$ cat config.mk
export PLATFORM = sky130hd
export DESIGN_NAME = ring_logger
export DESIGN_NICKNAME = d
export VERILOG_FILES = /design/src/rtl/ring_logger.sv
export SDC_FILE = /design/constraint.sdc
export NUM_CORES = 1
export LEC_CHECK = 0
export ABC_AREA = 1
export CORE_AREA = 2 2 121 123
export CTS_BUF_LIST = sky130_fd_sc_hd__clkbuf_16
export DETAILED_ROUTE_END_ITERATION = 10
export DIE_AREA = 0 0 123 125
export PLACE_DENSITY_LB_ADDON = 0.25
export SLEW_MARGIN = 20
export SYNTH_ARGS = -nofsm -noshare
export SYNTH_HDL_FRONTEND = slang
export SYNTH_SLANG_ARGS = --single-unit
$ cat constraint.sdc
create_clock -name clk -period 3.5 [get_ports clk]
set_clock_uncertainty 0.15 [all_clocks]
set_input_delay 0.7 -clock clk [delete_from_list [all_inputs] [get_ports clk]]
set_output_delay 0.7 -clock clk [all_outputs]
set_load 0.02 [all_outputs]
$ cat src/rtl/ring_logger.sv
// ring_logger: buffers 2-word samples in a circular region of an external
// two-word memory controller; FIFO pop interface with nack on empty and a
// sticky overflow flag for samples dropped while the ring is full.
module ring_logger #(
  parameter int M_WIDTH = 8,
  parameter int M_DEPTH = 8192,
  parameter int BASE    = 0,
  parameter int SLOTS   = 4096
) (
  input  logic                         clk,
  input  logic                         rst,
  input  logic                         clr,
  input  logic                         wr_valid,
  output logic                         wr_ready,
  input  logic [2*M_WIDTH-1:0]         wr_data,
  input  logic                         rd_req,
  output logic                         rd_valid,
  output logic                         rd_nack,
  output logic [2*M_WIDTH-1:0]         rd_data,
  output logic [$clog2(SLOTS+1)-1:0]   count,
  output logic                         full,
  output logic                         empty,
  output logic                         overflow,
  output logic [2:0]                   mem_cmd,
  output logic [$clog2(M_DEPTH)-1:0]   mem_addr,
  output logic [M_WIDTH-1:0]           mem_din1,
  output logic [M_WIDTH-1:0]           mem_din2,
  input  logic [M_WIDTH-1:0]           mem_dout1,
  input  logic [M_WIDTH-1:0]           mem_dout2,
  input  logic                         mem_done
);

  localparam int AW = $clog2(M_DEPTH);
  localparam int CW = $clog2(SLOTS + 1);
  localparam int PW = (SLOTS > 1) ? $clog2(SLOTS) : 1;
  localparam logic [AW-1:0] BASE_A = AW'(BASE);
  localparam logic [2:0] CMD_WR   = 3'b111;
  localparam logic [2:0] CMD_RD   = 3'b101;
  localparam logic [2:0] CMD_NONE = 3'b000;

  typedef enum logic [2:0] {IDLE, WR_ISSUE, WR_REL, RD_ISSUE, RD_REL} state_t;

  state_t              state, state_n;
  logic [PW-1:0]       wptr, rptr;
  logic                hold_valid;
  logic [2*M_WIDTH-1:0] hold_data;
  logic                rd_pend;
  logic                clr_pend;
  logic                last_wr;

  logic do_clr, do_drop, do_wr_issue, do_wr_done;
  logic do_nack, do_rd_issue, do_rd_done;

  assign wr_ready = ~hold_valid;
  assign full     = (count == CW'(SLOTS));
  assign empty    = (count == '0);

  // State register
  always_ff @(posedge clk or posedge rst) begin
    if (rst) state <= IDLE;
    else     state <= state_n;
  end

  // Next state and one dispatch action per IDLE cycle
  always_comb begin
    state_n     = state;
    do_clr      = 1'b0;
    do_drop     = 1'b0;
    do_wr_issue = 1'b0;
    do_wr_done  = 1'b0;
    do_nack     = 1'b0;
    do_rd_issue = 1'b0;
    do_rd_done  = 1'b0;
    unique case (state)
      IDLE: begin
        if (clr || clr_pend) begin
          do_clr = 1'b1;
        end else if (hold_valid && (!rd_pend || !last_wr)) begin
          if (full) do_drop = 1'b1;
          else begin
            do_wr_issue = 1'b1;
            state_n     = WR_ISSUE;
          end
        end else if (rd_pend) begin
          if (empty) do_nack = 1'b1;
          else begin
            do_rd_issue = 1'b1;
            state_n     = RD_ISSUE;
          end
        end
      end
      WR_ISSUE: if (mem_done) begin
        do_wr_done = 1'b1;
        state_n    = WR_REL;
      end
      WR_REL:   if (!mem_done) state_n = IDLE;
      RD_ISSUE: if (mem_done) begin
        do_rd_done = 1'b1;
        state_n    = RD_REL;
      end
      RD_REL:   if (!mem_done) state_n = IDLE;
      default:  state_n = IDLE;
    endcase
  end

  // Datapath: pointers, count, flags, holding register and memory request
  always_ff @(posedge clk or posedge rst) begin
    if (rst) begin
      wptr       <= '0;
      rptr       <= '0;
      count      <= '0;
      overflow   <= 1'b0;
      hold_valid <= 1'b0;
      hold_data  <= '0;
      rd_pend    <= 1'b0;
      clr_pend   <= 1'b0;
      last_wr    <= 1'b0;
      mem_cmd    <= CMD_NONE;
      mem_addr   <= '0;
      mem_din1   <= '0;
      mem_din2   <= '0;
      rd_data    <= '0;
      rd_valid   <= 1'b0;
      rd_nack    <= 1'b0;
    end else begin
      rd_valid <= do_rd_done;
      rd_nack  <= do_nack;

      if (do_drop || do_wr_done) hold_valid <= 1'b0;
      else if (wr_valid && !hold_valid) begin
        hold_valid <= 1'b1;
        hold_data  <= wr_data;
      end

      if (do_nack || do_rd_done) rd_pend <= 1'b0;
      else if (rd_req)           rd_pend <= 1'b1;

      if (state != IDLE && clr) clr_pend <= 1'b1;
      else if (do_clr)          clr_pend <= 1'b0;

      if (do_drop || do_wr_issue)      last_wr <= 1'b1;
      else if (do_nack || do_rd_issue) last_wr <= 1'b0;

      if (do_clr) begin
        wptr     <= '0;
        rptr     <= '0;
        count    <= '0;
        overflow <= 1'b0;
      end
      if (do_drop) overflow <= 1'b1;

      if (do_wr_issue) begin
        mem_cmd  <= CMD_WR;
        mem_addr <= BASE_A + AW'({wptr, 1'b0});
        mem_din1 <= hold_data[M_WIDTH-1:0];
        mem_din2 <= hold_data[2*M_WIDTH-1:M_WIDTH];
      end
      if (do_rd_issue) begin
        mem_cmd  <= CMD_RD;
        mem_addr <= BASE_A + AW'({rptr, 1'b0});
      end

      if (do_wr_done) begin
        mem_cmd <= CMD_NONE;
        wptr    <= (wptr == PW'(SLOTS - 1)) ? '0 : wptr + 1'b1;
        count   <= count + 1'b1;
      end
      if (do_rd_done) begin
        mem_cmd <= CMD_NONE;
        rd_data <= {mem_dout2, mem_dout1};
        rptr    <= (rptr == PW'(SLOTS - 1)) ? '0 : rptr + 1'b1;
        count   <= count - 1'b1;
      end
    end
  end

endmodule
==> results.yml <==
clock_network:
  clk_pin_slew_ns: 0.07
  cts_hold_buffers: 0
  root_buffer: "clkbuf_16"
  cts_buffers: 9
  cts_tree: "built"
  htree_levels: 3
  clk_latency_ns: 0.36
  clk_path_buf_depth: 2
  cts_resized: 0
  post-cts-setup-buffer-count: 0
  cts.sinks: 109
finish:
  fillers: 1362
  layout_commonest_cell: "nand2_1"
  final_cell_mix: "nand2_1, dfrtp_1, clkdlybuf4s50_1"
  num-nets-final: 842
  finalCoreUtilization: 0.492
  syn_to_final_growth_pct: 26.0
  drive_above_1_share: 0.0758
  instances_no_fill: 989
  antenna-diode-count: 0
sta:
  setup_slack_ns: 0.293
  whs_ns: 0.325
  hold_violations: 0
  period_minus_slack_ns: 3.21
  worstMarginPinSlew_ns: 0.596
  max_freq_mhz: 312
  finalSetupViolations: 0
  finalMaxSlewViolations: 0
  rsz0062_at_grt: "false"
  slew_headroom: 0.602
  fin_tns_setup_ns: 0
  min_period_over_period: 0.916
run_status:
  status: "completed"
grt:
  grt-ovfl-total: 0
  grt_max_degree: 110
  antenna_found_initial: 0
  grt_pass1_wl_um: 22900
  grt_pass1_vias: 4858
  grt_usage: 0.188
die:
  die_x_um: 123
  io_pins: 105
  rows: 44
  die_height_um: 125
  start_util: 0.391
  core-area_um2: 14200
  die_area_um2: 15400
placement:
  gp_congestion: 0.904
  dp.cells: 973
  hpwl_um: 9610
  dp_slack_ns: 0.658
  portBuffers: 103
logic_synthesis:
  synth_fp_nets: 748
  seq_area_frac_synth: 0.492
  ys_warn_count: 0
  synth_seq_cells: 109
  synth_edf_count: 0
  async_flop_share: 1.00
  syn_area_um2: 5550
  avgSynthCellArea_um2: 7.86
  ys_types: 34
  netlist_instances: 706
  synth_ff_type: "dfrtp_1"
pwr:
  power.density_nw_per_um2: 894
  ir_drop_v: 0.000416
  p_leak_nw: 3.36
setup_path:
  crit_chain: "inv_1, ha_1, nand3_2, nor2_8, nand3_4, inv_1, clkdlybuf4s50_1"
  max_stage_delay_ns: 0.60
  path_class: "reg2out"
  cp-end-kind: "output port"
  path_max_fanout: 16
  arrival_ns: 2.36
  cp.required_ns: 2.65
  cp_slowest_cell: "clkdlybuf4s50_1"
  critPathLaunchType: "flip-flop"
  crit_top_cell: "inv_1"
route:
  drt-vias-per-instance: 4.97
  routedWlPerCell_um: 13.7
  drt_wl_total_um: 13600
  ant_nets: 0
  drc: 0
  dr.first_iter.drc_count: 325
  dr.pass1.iters: 5
  routed-via-count: 4918
flow_run:
  maxCapViolations: 0
min_path:
  hold_path_class: "reg2reg"
worst paths after layout:
| path | start | end | slack, ns | cells after the start |
|---|---|---|---|---|
| setup / recovery | count[0]$_DFFE_PP0P_ | empty | 0.29 | 7 |
| min in group asynchronous | rst | mem_din2[1]$_DFFE_PP0P_ | 0.70 | 3 |
| hold reg to reg | hold_data[4]$_DFFE_PP0P_ | hold_data[4]$_DFFE_PP0P_ | 0.32 | 2 |
| hold / removal | hold_data[4]$_DFFE_PP0P_ | hold_data[4]$_DFFE_PP0P_ | 0.32 | 2 |
| setup reg to reg | count[0]$_DFFE_PP0P_ | mem_cmd[0]$_DFFE_PP0P_ | 1.42 | 9 |
| max in group asynchronous | rst | mem_din2[6]$_DFFE_PP0P_ | 2.06 | 3 |
Yosys cell counts, drive strengths merged (5+ instances only):
cell	count	share of area
nand4	19	0.021
xor2	8	0.013
nor2	49	0.041
inv	65	0.044
o21ai	24	0.022
a21oi	5	0.0045
dfrtp	109	0.49
nor3	10	0.011
nand3	94	0.090
nand2	266	0.19
buf	23	0.028
o22ai	9	0.010
sequential cells by signal (all words and copies together), names as in the netlist, 3 cells and up:
register and count:
hold_data 16, rd_data 16, count 13, mem_addr 12, rptr 12, wptr 12
mem_din1 8, mem_din2 8, state 3
cell type report:
cell class | count | area [um^2] | share of cell area
clock inverter | 7 | 61.3 | 0.00877
tap | 184 | 230 | 0.0329
sequential | 109 | 2730 | 0.390
multi-input combinational | 505 | 2410 | 0.344
clock buffer | 9 | 225 | 0.0322
inverter | 66 | 251 | 0.0360
timing repair buffer | 109 | 1090 | 0.156
layer usage:
metal	GRT usage	part of all wire
met1	0.247	0.46
met3	0.0429	0.064
met5	0	0
met2	0.297	0.45
met4	0.0782	0.020
power breakdown:
part / switching [W] / internal (W)
logic: 0.00196 / 0.00125
clock network: 0.000494 / 0.000493
registers: 0.000366 / 0.00169
total: 0.00282 / 0.00343
per-stage QoR:
step                      total power (W)  cell area, um^2
after floorplan                   0.00417             5550
after global placement            0.00523             6700
after detailed placement          0.00530             6700
after CTS                         0.00631             6990
after global routing              0.00675             6990
final                             0.00625             6990
critical path: cells and delay by family, from the launching register on:
kind	cells	cell delay, ns
DFF	1	0.43
buffers and inverters	3	0.80
adders and majority gates	1	0.20
and+or+nand+nor	3	0.56
cell families after synthesis:
family | Yosys count | share of synthesized area
buffers and inverters | 92 | 0.0749
other | 1 | 0.000676
AOI/OAI and AO/OA | 46 | 0.0476
xor gates and xnor gates | 12 | 0.0189
and+or+nand+nor | 442 | 0.357
adders and majority gates | 4 | 0.00902
DFF | 109 | 0.492
No activity file was read; power rests on OpenSTA's default activity.
